<file path="config.mk">
export PLATFORM = sky130hd
export DESIGN_NAME = ram_port_arbiter_flat
export DESIGN_NICKNAME = d
export VERILOG_FILES = /design/src/rtl/ram_port_arbiter_pkg.sv /design/src/rtl/ram_port_arbiter_if.sv /design/src/rtl/ram_port_arbiter_rr_arb2.sv /design/src/rtl/ram_port_arbiter.sv /design/src/flat_wrapper.sv
export SDC_FILE = /design/constraint.sdc
export NUM_CORES = 1
export LEC_CHECK = 0
export BUFFER_PORTS_ARGS = -buffer_cell sky130_fd_sc_hd__buf_2
export CORE_ASPECT_RATIO = 0.8
export CORE_UTILIZATION = 39
export CTS_CLUSTER_DIAMETER = 80
export DETAILED_ROUTE_END_ITERATION = 8
export PLACE_DENSITY_LB_ADDON = 0.08
export SLEW_MARGIN = 20
export SYNTH_ARGS = -nofsm -noshare
export SYNTH_HDL_FRONTEND = slang
export SYNTH_SLANG_ARGS = --single-unit
export TNS_END_PERCENT = 50
</file>
<file path="constraint.sdc">
create_clock -name clk -period 1.64 [get_ports clk]
set_clock_uncertainty 0.2 [all_clocks]
set_input_delay 0.246 -clock clk [delete_from_list [all_inputs] [get_ports clk]]
set_output_delay 0.246 -clock clk [all_outputs]
set_load 0.1 [all_outputs]
</file>
<file path="src/rtl/ram_port_arbiter_pkg.sv">
// ram_port_arbiter_pkg
//   Shared widths and types for the RAM port arbiter slice.
//   BUS_WIDTH  : RAM address width (depth = 1 << BUS_WIDTH)
//   DATA_WIDTH : RAM data word width
//   req_id_t   : requester identity carried through the pipeline
//   ram_op_t   : RAM operation carried through the pipeline
package ram_port_arbiter_pkg;

  localparam int BUS_WIDTH  = 8;
  localparam int DATA_WIDTH = 8;

  typedef logic [BUS_WIDTH-1:0]  addr_t;
  typedef logic [DATA_WIDTH-1:0] data_t;

  // Encodings double as bit positions in the req/gnt vectors.
  typedef enum logic {REQ_I = 1'b0, REQ_D = 1'b1} req_id_t;
  typedef enum logic {OP_RD = 1'b0, OP_WR = 1'b1} ram_op_t;

endpackage

</file>
<file path="src/rtl/ram_port_arbiter_if.sv">
// ram_port_arbiter_if
//   Bundles the fetch (I) request/response, load/store (D) request/response
//   and RAM control signals of the arbiter.
//   modport slave  : the arbiter's view (takes requests, drives the RAM)
//   modport master : the surrounding environment's view (fetch, LSU, RAM)
interface ram_port_arbiter_if;
  import ram_port_arbiter_pkg::*;

  // fetch port
  logic  i_req_valid;
  addr_t i_req_addr;
  logic  i_req_ready;
  logic  i_rsp_valid;
  data_t i_rsp_data;

  // load/store port
  logic  d_req_valid;
  logic  d_req_we;
  addr_t d_req_addr;
  data_t d_req_wdata;
  logic  d_req_ready;
  logic  d_rsp_valid;
  data_t d_rsp_data;

  // RAM side
  addr_t ram_addr_rd;
  addr_t ram_addr_wr;
  data_t ram_data_wr;
  logic  ram_rd_en;
  logic  ram_wr_en;
  data_t ram_data_rd;

  modport slave (
    input  i_req_valid, i_req_addr,
    output i_req_ready, i_rsp_valid, i_rsp_data,
    input  d_req_valid, d_req_we, d_req_addr, d_req_wdata,
    output d_req_ready, d_rsp_valid, d_rsp_data,
    output ram_addr_rd, ram_addr_wr, ram_data_wr, ram_rd_en, ram_wr_en,
    input  ram_data_rd
  );

  modport master (
    output i_req_valid, i_req_addr,
    input  i_req_ready, i_rsp_valid, i_rsp_data,
    output d_req_valid, d_req_we, d_req_addr, d_req_wdata,
    input  d_req_ready, d_rsp_valid, d_rsp_data,
    input  ram_addr_rd, ram_addr_wr, ram_data_wr, ram_rd_en, ram_wr_en,
    output ram_data_rd
  );

endinterface

</file>
<file path="src/rtl/ram_port_arbiter_rr_arb2.sv">
// rr_arb2
//   Two-input round-robin arbiter. On contention the requester that did not
//   win the previous contention is granted. Grants are combinational and
//   suppressed while rst is high.
//   clk, rst : clock and synchronous active-high reset
//   req[1:0] : request vector (bit 0 = fetch, bit 1 = load/store)
//   gnt[1:0] : one-hot (or zero) grant vector, same bit order
module rr_arb2
  import ram_port_arbiter_pkg::*;
(
  input  logic       clk,
  input  logic       rst,
  input  logic [1:0] req,
  output logic [1:0] gnt
);

  // Points at the last contention winner; reset to D so I wins first.
  req_id_t rr_ptr_reg;
  req_id_t rr_ptr_next;

  always_ff @(posedge clk) begin
    if (rst) begin
      rr_ptr_reg <= REQ_D;
    end else begin
      rr_ptr_reg <= rr_ptr_next;
    end
  end

  always_comb begin
    gnt         = 2'b00;
    rr_ptr_next = rr_ptr_reg;
    if (!rst) begin
      unique case (req)
        2'b01: gnt = 2'b01;
        2'b10: gnt = 2'b10;
        2'b11: begin
          // The pointer only moves when both compete.
          if (rr_ptr_reg == REQ_D) begin
            gnt         = 2'b01;
            rr_ptr_next = REQ_I;
          end else begin
            gnt         = 2'b10;
            rr_ptr_next = REQ_D;
          end
        end
        default: gnt = 2'b00;
      endcase
    end
  end

endmodule

</file>
<file path="src/rtl/ram_port_arbiter.sv">
// ram_port_arbiter
//   Sole master of the shared data RAM. Arbitrates fetch (I, read only) and
//   load/store (D) requests round-robin, drives the RAM controls from
//   registers and returns one in-order response per accepted request with a
//   fixed two-cycle latency.
//   clk  : system clock
//   rst  : synchronous active-high reset
//   bus  : request/response handshakes and RAM controls (slave modport)
//
//   Pipeline: G  = accept (combinational ready)
//             G+1 = registered RAM controls (rd_en / wr_en one-cycle pulse)
//             G+2 = response, read data straight from the RAM output
module ram_port_arbiter
  import ram_port_arbiter_pkg::*;
(
  input  logic               clk,
  input  logic               rst,
  ram_port_arbiter_if.slave  bus
);

  // ---------------- arbitration ----------------
  logic [1:0] req;
  logic [1:0] gnt;

  assign req = {bus.d_req_valid, bus.i_req_valid};

  rr_arb2 u_rr_arb2 (
    .clk (clk),
    .rst (rst),
    .req (req),
    .gnt (gnt)
  );

  assign bus.i_req_ready = gnt[0];
  assign bus.d_req_ready = gnt[1];

  // ---------------- request mux ----------------
  logic    sel_valid;
  req_id_t sel_id;
  ram_op_t sel_op;
  addr_t   sel_addr;

  assign sel_valid = |gnt;
  assign sel_id    = gnt[1] ? REQ_D : REQ_I;
  assign sel_op    = (gnt[1] && bus.d_req_we) ? OP_WR : OP_RD;
  assign sel_addr  = gnt[1] ? bus.d_req_addr : bus.i_req_addr;

  // ---------------- stage 1: RAM controls ----------------
  addr_t   ram_addr_reg;
  data_t   ram_data_wr_reg;
  logic    ram_rd_en_reg;
  logic    ram_wr_en_reg;
  req_id_t s1_id_reg;

  always_ff @(posedge clk) begin
    if (rst) begin
      ram_addr_reg    <= '0;
      ram_data_wr_reg <= '0;
      ram_rd_en_reg   <= 1'b0;
      ram_wr_en_reg   <= 1'b0;
      s1_id_reg       <= REQ_I;
    end else begin
      // Enables are rebuilt every cycle, so each lasts exactly one cycle.
      ram_rd_en_reg <= sel_valid && (sel_op == OP_RD);
      ram_wr_en_reg <= sel_valid && (sel_op == OP_WR);
      // Address/data hold when idle so the RAM inputs never toggle needlessly.
      if (sel_valid) begin
        ram_addr_reg <= sel_addr;
        s1_id_reg    <= sel_id;
      end
      if (sel_valid && (sel_op == OP_WR)) begin
        ram_data_wr_reg <= bus.d_req_wdata;
      end
    end
  end

  assign bus.ram_addr_rd = ram_addr_reg;
  assign bus.ram_addr_wr = ram_addr_reg;
  assign bus.ram_data_wr = ram_data_wr_reg;
  assign bus.ram_rd_en   = ram_rd_en_reg;
  assign bus.ram_wr_en   = ram_wr_en_reg;

  // ---------------- stage 2: response tag ----------------
  logic    s2_valid_reg;
  req_id_t s2_id_reg;
  ram_op_t s2_op_reg;

  always_ff @(posedge clk) begin
    if (rst) begin
      // Dropping the tag discards any in-flight response.
      s2_valid_reg <= 1'b0;
      s2_id_reg    <= REQ_I;
      s2_op_reg    <= OP_RD;
    end else begin
      s2_valid_reg <= ram_rd_en_reg || ram_wr_en_reg;
      s2_id_reg    <= s1_id_reg;
      s2_op_reg    <= ram_wr_en_reg ? OP_WR : OP_RD;
    end
  end

  // ---------------- response demux ----------------
  logic [1:0] s2_hit;
  logic       rsp_valid_w [2];
  data_t      rsp_data_w  [2];

  assign s2_hit = !s2_valid_reg       ? 2'b00 :
                  (s2_id_reg == REQ_D) ? 2'b10 : 2'b01;

  generate
    for (genvar gi = 0; gi < 2; gi++) begin : g_rsp
      assign rsp_valid_w[gi] = s2_hit[gi];
      // Store acks and the non-selected port return zero data.
      assign rsp_data_w[gi]  = (s2_hit[gi] && (s2_op_reg == OP_RD)) ?
                               bus.ram_data_rd : '0;
    end
  endgenerate

  assign bus.i_rsp_valid = rsp_valid_w[0];
  assign bus.i_rsp_data  = rsp_data_w[0];
  assign bus.d_rsp_valid = rsp_valid_w[1];
  assign bus.d_rsp_data  = rsp_data_w[1];

endmodule

</file>
<file path="src/flat_wrapper.sv">
// flat-port wrapper written by rule: the top's interface ports become plain ports
module ram_port_arbiter_flat import ram_port_arbiter_pkg::*;
  (clk, rst, bus_i_req_valid, bus_i_req_addr, bus_i_req_ready, bus_i_rsp_valid, bus_i_rsp_data, bus_d_req_valid, bus_d_req_we, bus_d_req_addr, bus_d_req_wdata, bus_d_req_ready, bus_d_rsp_valid, bus_d_rsp_data, bus_ram_addr_rd, bus_ram_addr_wr, bus_ram_data_wr, bus_ram_rd_en, bus_ram_wr_en, bus_ram_data_rd);
  ram_port_arbiter_if bus_i ();
  input  logic clk;
  input  logic rst;
  input wire logic [$bits(bus_i.i_req_valid)-1:0] bus_i_req_valid;
  input wire logic [$bits(bus_i.i_req_addr)-1:0] bus_i_req_addr;
  output wire logic [$bits(bus_i.i_req_ready)-1:0] bus_i_req_ready;
  output wire logic [$bits(bus_i.i_rsp_valid)-1:0] bus_i_rsp_valid;
  output wire logic [$bits(bus_i.i_rsp_data)-1:0] bus_i_rsp_data;
  input wire logic [$bits(bus_i.d_req_valid)-1:0] bus_d_req_valid;
  input wire logic [$bits(bus_i.d_req_we)-1:0] bus_d_req_we;
  input wire logic [$bits(bus_i.d_req_addr)-1:0] bus_d_req_addr;
  input wire logic [$bits(bus_i.d_req_wdata)-1:0] bus_d_req_wdata;
  output wire logic [$bits(bus_i.d_req_ready)-1:0] bus_d_req_ready;
  output wire logic [$bits(bus_i.d_rsp_valid)-1:0] bus_d_rsp_valid;
  output wire logic [$bits(bus_i.d_rsp_data)-1:0] bus_d_rsp_data;
  output wire logic [$bits(bus_i.ram_addr_rd)-1:0] bus_ram_addr_rd;
  output wire logic [$bits(bus_i.ram_addr_wr)-1:0] bus_ram_addr_wr;
  output wire logic [$bits(bus_i.ram_data_wr)-1:0] bus_ram_data_wr;
  output wire logic [$bits(bus_i.ram_rd_en)-1:0] bus_ram_rd_en;
  output wire logic [$bits(bus_i.ram_wr_en)-1:0] bus_ram_wr_en;
  input wire logic [$bits(bus_i.ram_data_rd)-1:0] bus_ram_data_rd;
  assign bus_i.i_req_valid = bus_i_req_valid;
  assign bus_i.i_req_addr = bus_i_req_addr;
  assign bus_i_req_ready = bus_i.i_req_ready;
  assign bus_i_rsp_valid = bus_i.i_rsp_valid;
  assign bus_i_rsp_data = bus_i.i_rsp_data;
  assign bus_i.d_req_valid = bus_d_req_valid;
  assign bus_i.d_req_we = bus_d_req_we;
  assign bus_i.d_req_addr = bus_d_req_addr;
  assign bus_i.d_req_wdata = bus_d_req_wdata;
  assign bus_d_req_ready = bus_i.d_req_ready;
  assign bus_d_rsp_valid = bus_i.d_rsp_valid;
  assign bus_d_rsp_data = bus_i.d_rsp_data;
  assign bus_ram_addr_rd = bus_i.ram_addr_rd;
  assign bus_ram_addr_wr = bus_i.ram_addr_wr;
  assign bus_ram_data_wr = bus_i.ram_data_wr;
  assign bus_ram_rd_en = bus_i.ram_rd_en;
  assign bus_ram_wr_en = bus_i.ram_wr_en;
  assign bus_i.ram_data_rd = bus_ram_data_rd;
  ram_port_arbiter u_core (.clk(clk), .rst(rst), .bus(bus_i));
endmodule
</file>
==> results_dict.tcl, run 1 <==
set metrics [dict create \
    status "complete, but fails checks" \
    failed_checks "setup timing" \
    reg2reg_depth 4 \
    core.rowCount 16 \
    async_reset_ff_share_pct 0 \
    die_w_um 61.7 \
    die_h_um 49.8 \
    cts-root-buf "clkbuf_4" \
    period_minus_slack_ns 1.77 \
    nets 254 \
    start_kind "flip-flop" \
    synth.area.top_cells "dfxtp_1 41%, and2_1 9.6%, a221o_1 7.2%, buf_4 6.7%, nor4b_1 6.3%" \
    synth_seq_cells 23 \
    syn_area_sq_mm 0.00111 \
    whs_path_depth 2 \
    total_power_w 0.00164 \
    numCtsBuffers 3 \
    num_vias 1275 \
    slowest_delay_ns 0.36 \
    fmax_ghz 0.564 \
    diodes 0 \
    power_density_mw_per_mm2 780 \
    hold_viol_final 0 \
    layout-drive-gt1-share_pct 62.0 \
    setup_violations 18 \
    drt_iter0_markers 23 \
    synth_most_common_cell "dfxtp_1" \
    clock_latency_ns 0.32 \
    synth_area_per_cell_sq_um 9.44 \
    io_buffers 82 \
    rsz0062_at_grt "true" \
    syn_inst 118 \
    synth_top_area_cell "dfxtp_1" \
    hold_class "input pin to flip-flop" \
    min_to "u_core.s1_id_reg" \
    critPathCaptureType "primary output" \
    gp_congestion 0.697 \
    core_area_sq_mm 0.00258 \
    synthMuxAreaShare_pct 0 \
    crit_slowest_cell "dfxtp_2" \
    first_global_vias 1243 \
    crit_chain "nor3b_2, buf_4, and2_4, buf_12" \
    yosysWarnings 0 \
    worstHoldStart "rst" \
    synth_cell_type_count 29 \
    cts_tree "yes" \
    max_cap_viol_count 0 \
    max_slew.worst_pin.slew_ns 0.556 \
    synth-edff-count 0 \
    reg2reg_from "u_core.u_rr_arb2.rr_ptr_reg" \
    regToRegEndpoint "u_core.bus.ram_addr_rd[1]" \
    drv_slew 0 \
    initial_utilization_pct 43.1 \
    h-tree-depth 1 \
    cts_sinks 23 \
    fillers 178 \
    post_drt_wl_per_cell_um 13.9 \
    ys.flop_type "dfxtp_1" \
    synth_compound_area_share_pct 16.1 \
    synth-xor-area-share_pct 0 \
    io_pins 83 \
    drc_errors 0 \
    finalCritPeriodShare_pct 108 \
    r2r_slack_ns 0.17 \
    cp_max_fo 8 \
    cp.required_ns 1.19 \
    drtAntennaViolNets 0 \
    place_hpwl_um 2540 \
    drt_first_pass_iters 4 \
    path_class "flip-flop to primary output" \
    grtUsageTotal_pct 24.7 \
    synth_common_cells "23 x dfxtp_1, 17 x and2_1, 10 x buf_4" \
    synth_simple_gate_area_share_pct 33.3 \
    antenna_found_initial 0 \
    overflow 0 \
    clock_path_buffers 2 \
    crit_arrival_ns 1.33 \
    place_area_sq_mm 0.00184 \
    whs_ns 0.0752 \
    grt_max_degree 14 \
    yosys.area_share.adder_pct 0 \
    vdd_ir_drop_max_mv 0.551 \
    wl_um 3510 \
    yosys.area.top_type_share_pct 41.3 \
    grt_pass1_wl_um 5660 \
    die-area_sq_mm 0.00307 \
    cellLeakagePower_nw 0.986 \
    via_per_inst 5.06 \
    synth_top_family_by_area "simple AND/OR/NAND/NOR gates" \
    slew-limit-headroom_pct 62.7 \
    cts.clk_slew.worst_paths_ns 0.13 \
    fin_ws_ns -0.134 \
    ys_seq_area_share_pct 41.3 \
    syn_nets 155 \
    finalInstanceArea_sq_mm 0.00210 \
    syn_to_final_growth_pct 88.5 \
]
## worst max-delay path by stage
stage                         from                 to  slack [ns]  cells after the start
2_1_floorplan     u_core.s2_id_reg  bus_d_rsp_data[0]       -0.15                      2
3_3_place_gp       bus_d_req_valid    bus_d_req_ready        0.12                      4
3_5_place_dp       bus_d_req_valid    bus_d_req_ready        0.09                      4
4_1_cts           u_core.s2_op_reg  bus_d_rsp_data[6]       -0.13                      3
5_1_grt        u_core.s2_valid_reg  bus_i_rsp_data[5]       -0.22                      4
6_report       u_core.s2_valid_reg  bus_i_rsp_data[5]       -0.13                      4
## what timing repair did
action / 4_1_cts / 5_1_grt
pin swaps: 12 / 9
endpoints found under the hold margin: 16 / 0
resized for setup: 22 / 1
setup endpoints to repair: 18 / 19
setup buffers: 3 / 0
hold buffers: 16 / 0
## cells in the final DEF, fill, tap and decap left out, types with 2 or more instances in the layout
master	count
a21oi_1	2
a221o_1	8
and2_4	16
buf_12	20
buf_2	62
buf_4	9
clkbuf_4	3
dfxtp_1	11
dfxtp_2	11
dlygate4sd3_1	16
nand2_1	8
nand3_1	8
nor2_1	3
nor2b_1	3
nor4b_1	8
o211ai_1	3
o21ai_0	6
## worst max-delay path, delay by kind of cell, from the launching register on
family / cells / cell delay, ns
buffers and inverters: 2 / 0.34
AND/OR/NAND/NOR: 2 / 0.32
flip-flops: 1 / 0.36
## power breakdown
group          total (W)  leakage (nW)  switching (W)  internal (W)
logic           0.000754         0.775       0.000552      0.000202
clock network   0.000264        0.0177       0.000172     0.0000913
registers       0.000620         0.193      0.0000226      0.000597
## metal layers
layer / part of all wire [%] / up-vias / track usage [%]
met5: 0 / - / 0
met4: 1.0 / 0 / 4.44
met2: 49 / 65 / 43.4
met3: 9.4 / 7 / 7.35
met1: 40 / 593 / 29.4
li1: - / 610 / -
## metrics by stage
step                setup TNS, ns  setup WS (ns)  utilization (%)  std cells
floorplan                   -2.77         -0.150                -        118
global placement                0          0.122             71.4        229
detailed placement              0         0.0921             71.4        229
CTS                         -1.90         -0.128             81.3        252
global route                -3.24         -0.215             81.3        252
finish                      -1.97         -0.134             81.3        252
## cell families (layout without fill, tap and decap cells)
group | count (synthesis) | in the layout
AND/OR/NAND/NOR | 58 | 58
flip-flops | 23 | 23
AO/OA/AOI/OAI | 22 | 22
buffers and inverters | 15 | 113
## area by class of cell
type                       count  area, sq um  share of cell area, %
clock inverter                 1         5.00                  0.238
sequential                    23          478                   22.8
inverter                       2         7.51                  0.358
tap                           36         45.0                   2.15
multi-input combinational     80          603                   28.7
clock buffer                   3         22.5                   1.07
timing repair buffer         107          938                   44.7
Note: power is estimated with default switching activity, not from simulation.
==> run 2, diff against run 1 <==
--- a/config.mk
+++ b/config.mk
@@ -7,6 +7,7 @@
 export LEC_CHECK = 0
 export BUFFER_PORTS_ARGS = -buffer_cell sky130_fd_sc_hd__buf_2
 export CORE_ASPECT_RATIO = 0.8
+export CORE_MARGIN = 2
 export CORE_UTILIZATION = 39
 export CTS_CLUSTER_DIAMETER = 80
 export DETAILED_ROUTE_END_ITERATION = 8
==> results_dict.tcl, run 2 (same netlist as run 1, synthesis figures left out) <==
set metrics [dict create \
    finalNonFillerCells 253 \
    grtUsageTotal_pct 22.3 \
    max_cap_viol_count 0 \
    drtAntennaViolNets 0 \
    cts_sinks 23 \
    p_clk_share_pct 15.7 \
    reg2reg_from "u_core.u_rr_arb2.rr_ptr_reg" \
    p_int_w 0.000888 \
    cts.clk_slew.worst_paths_ns 0.12 \
    critPathCaptureType "primary output" \
    num_vias 1228 \
    hold_viol_final 0 \
    die-area_sq_mm 0.00330 \
    fmax_ghz 0.566 \
    initial_utilization_pct 40.6 \
    die_h_um 51.8 \
    fin_ws_ns -0.126 \
    die_w_um 63.7 \
    post_drt_wl_per_cell_um 13.6 \
    place_hpwl_um 2660 \
    syn_to_final_growth_pct 87.5 \
    clock_path_buffers 2 \
    ff_latch_area_sq_um 475 \
    setup_violations 18 \
    switchingPower_w 0.000735 \
    power.share.switching_pct 45.3 \
    drt_iter0_markers 54 \
    drc_errors 0 \
    grt_max_degree 14 \
    gp_congestion 0.730 \
    power_density_mw_per_mm2 777 \
    first_global_vias 1227 \
    status "complete, but fails checks" \
    max_slew.worst_pin.slew_ns 0.522 \
    failed_checks "setup timing" \
    clock_latency_ns 0.30 \
    cts-root-buf "clkbuf_4" \
    io_buffers 82 \
    place_ws_ns 0.0714 \
    drv_slew 0 \
    combPwrFrac_pct 46.0 \
    multi_input_area_sq_um 599 \
    cp.required_ns 1.19 \
    layout-drive-gt1-share_pct 61.9 \
    total_power_w 0.00162 \
    core.rowCount 17 \
    wl_um 3450 \
    core_area_sq_mm 0.00274 \
    layout_common_cells "62 x buf_2, 20 x buf_12, 16 x and2_4, 16 x dlygate4sd3_1, 12 x dfxtp_2" \
    grt_pass1_wl_um 5760 \
    diodes 0 \
    post-place-cells 231 \
    seqPwrFrac_pct 38.3 \
    rsz0062_at_grt "true" \
    cts_tree "yes" \
    numCtsBuffers 3 \
    h-tree-depth 1 \
    finalCritPeriodShare_pct 108 \
    nets 253 \
    crit_arrival_ns 1.32 \
    cellLeakagePower_nw 0.981 \
    path_class "flip-flop to primary output" \
    fillers 204 \
    cp_max_fo 8 \
    drt_first_pass_iters 4 \
    overflow 0 \
    layout_commonest_cell "buf_2" \
    antenna_found_initial 0 \
    io_pins 83 \
    worstHoldStart "rst" \
    via_per_inst 4.85 \
    period_minus_slack_ns 1.77 \
    hold_class "input pin to flip-flop" \
    vdd_ir_drop_max_mv 0.614 \
    critPathLaunch "u_core.s2_op_reg" \
    start_kind "flip-flop" \
    slew-limit-headroom_pct 65.0 \
]
==> run 2: changes by cell type in the layout (fill, tap and decap cells not counted), sizes merged <==
| cell | change |
|---|---|
| buf | -1 |
==> run 2: worst max-delay path: stages (launching register included) <==
cell     delay [ns]
dfxtp_2        0.34
and3b_2        0.32
and2_4         0.18
buf_12         0.16
==> run 2: metrics by stage <==
stage          setup TNS [ns]  area (sq um)  utilization [%]  hold WS [ns]
2_1_floorplan           -2.77          1140                -         0.169
3_3_place_gp                0          1850             67.3         0.243
3_5_place_dp                0          1850             67.3         0.257
4_1_cts                 -2.47          2080             75.7        0.0703
5_1_grt                 -3.20          2090             76.1        0.0843
6_report                -1.97          2090             76.1        0.0832
==> run 2: cell type report <==
type	instances	share of cell area [%]
repair buffers	106	44.6
multi-input cells	80	28.7
clock inverters	1	0.240
clock buffers	3	1.08
inverters	2	0.359
flip-flops and latches	23	22.8
well taps	38	2.28
==> run 2: timing repair <==
item                                   CTS  global route
pin swaps                                6             9
buffers inserted                         2             0
resized for setup                       16             5
setup endpoints to repair               18            18
hold buffers                            16             0
endpoints found under the hold margin   16             0
==> run 2: worst paths after layout <==
kind | endpoint | slack [ns] | cells after the start
max | bus_d_rsp_data[3] | -0.13 | 3
min | u_core.s2_op_reg | 0.08 | 2
max reg2reg | u_core.bus.ram_addr_rd[5] | 0.17 | 4
min reg2reg | u_core.s2_id_reg | 0.27 | 1
==> run 2: power groups by stage <==
| stage | clock network (W) | registers (W) | logic [W] |
|---|---|---|---|
| after floorplan | 0 | 0.000838 | 0.000351 |
| after global placement | 0 | 0.000631 | 0.000699 |
| after detailed placement | 0 | 0.000633 | 0.000706 |
| after CTS | 0.000263 | 0.000622 | 0.000746 |
| after global routing | 0.000283 | 0.000627 | 0.000773 |
| final | 0.000255 | 0.000622 | 0.000746 |
==> run 2: per-layer routing <==
metal  track usage, %  routed length (um)  share of wire [%]
met1             26.2                1480                 43
met2             41.9                1740                 50
met3             4.98                 227                6.6
met4             4.35                  13               0.38
met5                0                   0                  0
==> run 3, diff against run 2 <==
--- a/config.mk
+++ b/config.mk
@@ -12,6 +12,7 @@
 export CTS_CLUSTER_DIAMETER = 80
 export DETAILED_ROUTE_END_ITERATION = 8
 export PLACE_DENSITY_LB_ADDON = 0.08
+export SKIP_LAST_GASP = 1
 export SLEW_MARGIN = 20
 export SYNTH_ARGS = -nofsm -noshare
 export SYNTH_HDL_FRONTEND = slang
==> results_dict.tcl, run 3 (same netlist as run 1, synthesis figures left out) <==
set metrics [dict create \
    status "complete, but fails checks" \
    failed_checks "setup timing" \
    max_cap_viol_count 0 \
    place_hpwl_um 2660 \
    cp.required_ns 1.19 \
    clock_path_buffers 2 \
    tns_ns -1.98 \
    setup_violations 18 \
    slew-limit-headroom_pct 64.7 \
    antenna_found_initial 0 \
    die-area_sq_mm 0.00330 \
    num_vias 1249 \
    period_minus_slack_ns 1.77 \
    post-place-cells 231 \
    drc_errors 0 \
    core.rowCount 17 \
    cellLeakagePower_nw 0.986 \
    via_per_inst 4.92 \
    initial_utilization_pct 40.6 \
    cts_sinks 23 \
    finalCritPeriodShare_pct 108 \
    layout-drive-gt1-share_pct 62.0 \
    grt_pass1_wl_um 5750 \
    die_w_um 63.7 \
    cts-root-buf "clkbuf_4" \
    syn_to_final_growth_pct 88.8 \
    grtUsageTotal_pct 22.2 \
    place_ws_ns 0.0714 \
    nets 254 \
    io_buffers 82 \
    h-tree-depth 1 \
    worstHoldStart "rst" \
    post-route-util_pct 76.6 \
    cp_max_fo 8 \
    regToRegEndpoint "u_core.bus.ram_addr_rd[5]" \
    core_area_sq_mm 0.00274 \
    drt_iter0_markers 43 \
    numCtsBuffers 3 \
    critPathCaptureType "primary output" \
    io_pins 83 \
    overflow 0 \
    fin_ws_ns -0.133 \
    diodes 0 \
    grt_max_degree 14 \
    whs_path_depth 2 \
    die_h_um 51.8 \
    cts_tree "yes" \
    min_to "u_core.s2_op_reg" \
    hold_class "input pin to flip-flop" \
    hold_viol_final 0 \
    start_kind "flip-flop" \
    drt_first_pass_iters 4 \
    reg2reg_depth 4 \
    clock_latency_ns 0.30 \
    crit_arrival_ns 1.33 \
    gp_congestion 0.730 \
    cts.clk_slew.worst_paths_ns 0.12 \
    path_class "flip-flop to primary output" \
    max_slew.worst_pin.slew_ns 0.527 \
    fmax_ghz 0.564 \
    rsz0062_at_grt "true" \
    layout_commonest_cell "buf_2" \
    reg2reg_from "u_core.u_rr_arb2.rr_ptr_reg" \
    r2r_slack_ns 0.19 \
    wl_um 3490 \
    power_density_mw_per_mm2 774 \
    drv_slew 0 \
    vdd_ir_drop_max_mv 0.624 \
    drtAntennaViolNets 0 \
    post_drt_wl_per_cell_um 13.7 \
    layout_common_cells "62 x buf_2, 20 x buf_12, 16 x and2_4, 16 x dlygate4sd3_1" \
    finalNonFillerCells 254 \
    first_global_vias 1228 \
]
==> run 3: final cells by class <==
class	count	area [sq um]
Fill cell	198	642
Multi-Input combinational cell	80	603
Clock inverter	1	5.00
Timing Repair Buffer	107	938
Clock buffer	3	22.5
Inverter	2	7.51
Tap cell	38	47.5
Sequential cell	23	478
==> run 3: worst max path at each step <==
stage                                   start                end  slack (ns)  cells after the start
final                        u_core.s2_op_reg  bus_d_rsp_data[7]       -0.13                      3
after global placement        bus_d_req_valid    bus_d_req_ready        0.12                      4
after floorplan              u_core.s2_id_reg  bus_d_rsp_data[0]       -0.15                      2
after global routing      u_core.s2_valid_reg  bus_i_rsp_data[3]       -0.20                      4
after detailed placement      bus_d_req_valid    bus_d_req_ready        0.07                      4
after CTS                    u_core.s2_op_reg  bus_i_rsp_data[3]       -0.16                      4
==> run 3: report_power, final <==
part | total (W) | switching, W | internal (W) | leakage [nW]
Clock | 0.000256 | 0.000165 | 0.0000909 | 0.0177
Combinational | 0.000752 | 0.000550 | 0.000202 | 0.775
Sequential | 0.000620 | 0.0000228 | 0.000597 | 0.193
Total | 0.00163 | 0.000737 | 0.000890 | 0.986
==> run 3: what timing repair did <==
| item | in CTS | in global routing |
|---|---|---|
| hold buffers | 16 | 0 |
| buffers inserted | 2 | 1 |
| pin swaps | 4 | 2 |
| setup endpoints to repair | 18 | 18 |
| hold endpoints to repair | 16 | 0 |
| resized for setup | 13 | 10 |
==> run 3: worst max-delay path, stage by stage (launching register included) <==
cell and delay, ns:
dfxtp_2 0.34, and3b_2 0.33, and2_4 0.19, buf_12 0.17
==> run 3: per-layer routing <==
metal  GRT usage (%)  wire [um]
met1            26.1       1490
met5               0          0
met2            41.9       1770
met4            4.35         13
met3            4.98        227
==> run 3: per-stage QoR <==
step | total power [W] | hold WS [ns] | area, sq um
3_3_place_gp | 0.00133 | 0.243 | 1850
2_1_floorplan | 0.00119 | 0.169 | 1140
3_5_place_dp | 0.00134 | 0.257 | 1850
5_1_grt | 0.00169 | 0.0843 | 2100
6_report | 0.00163 | 0.0815 | 2100
4_1_cts | 0.00163 | 0.0703 | 2070
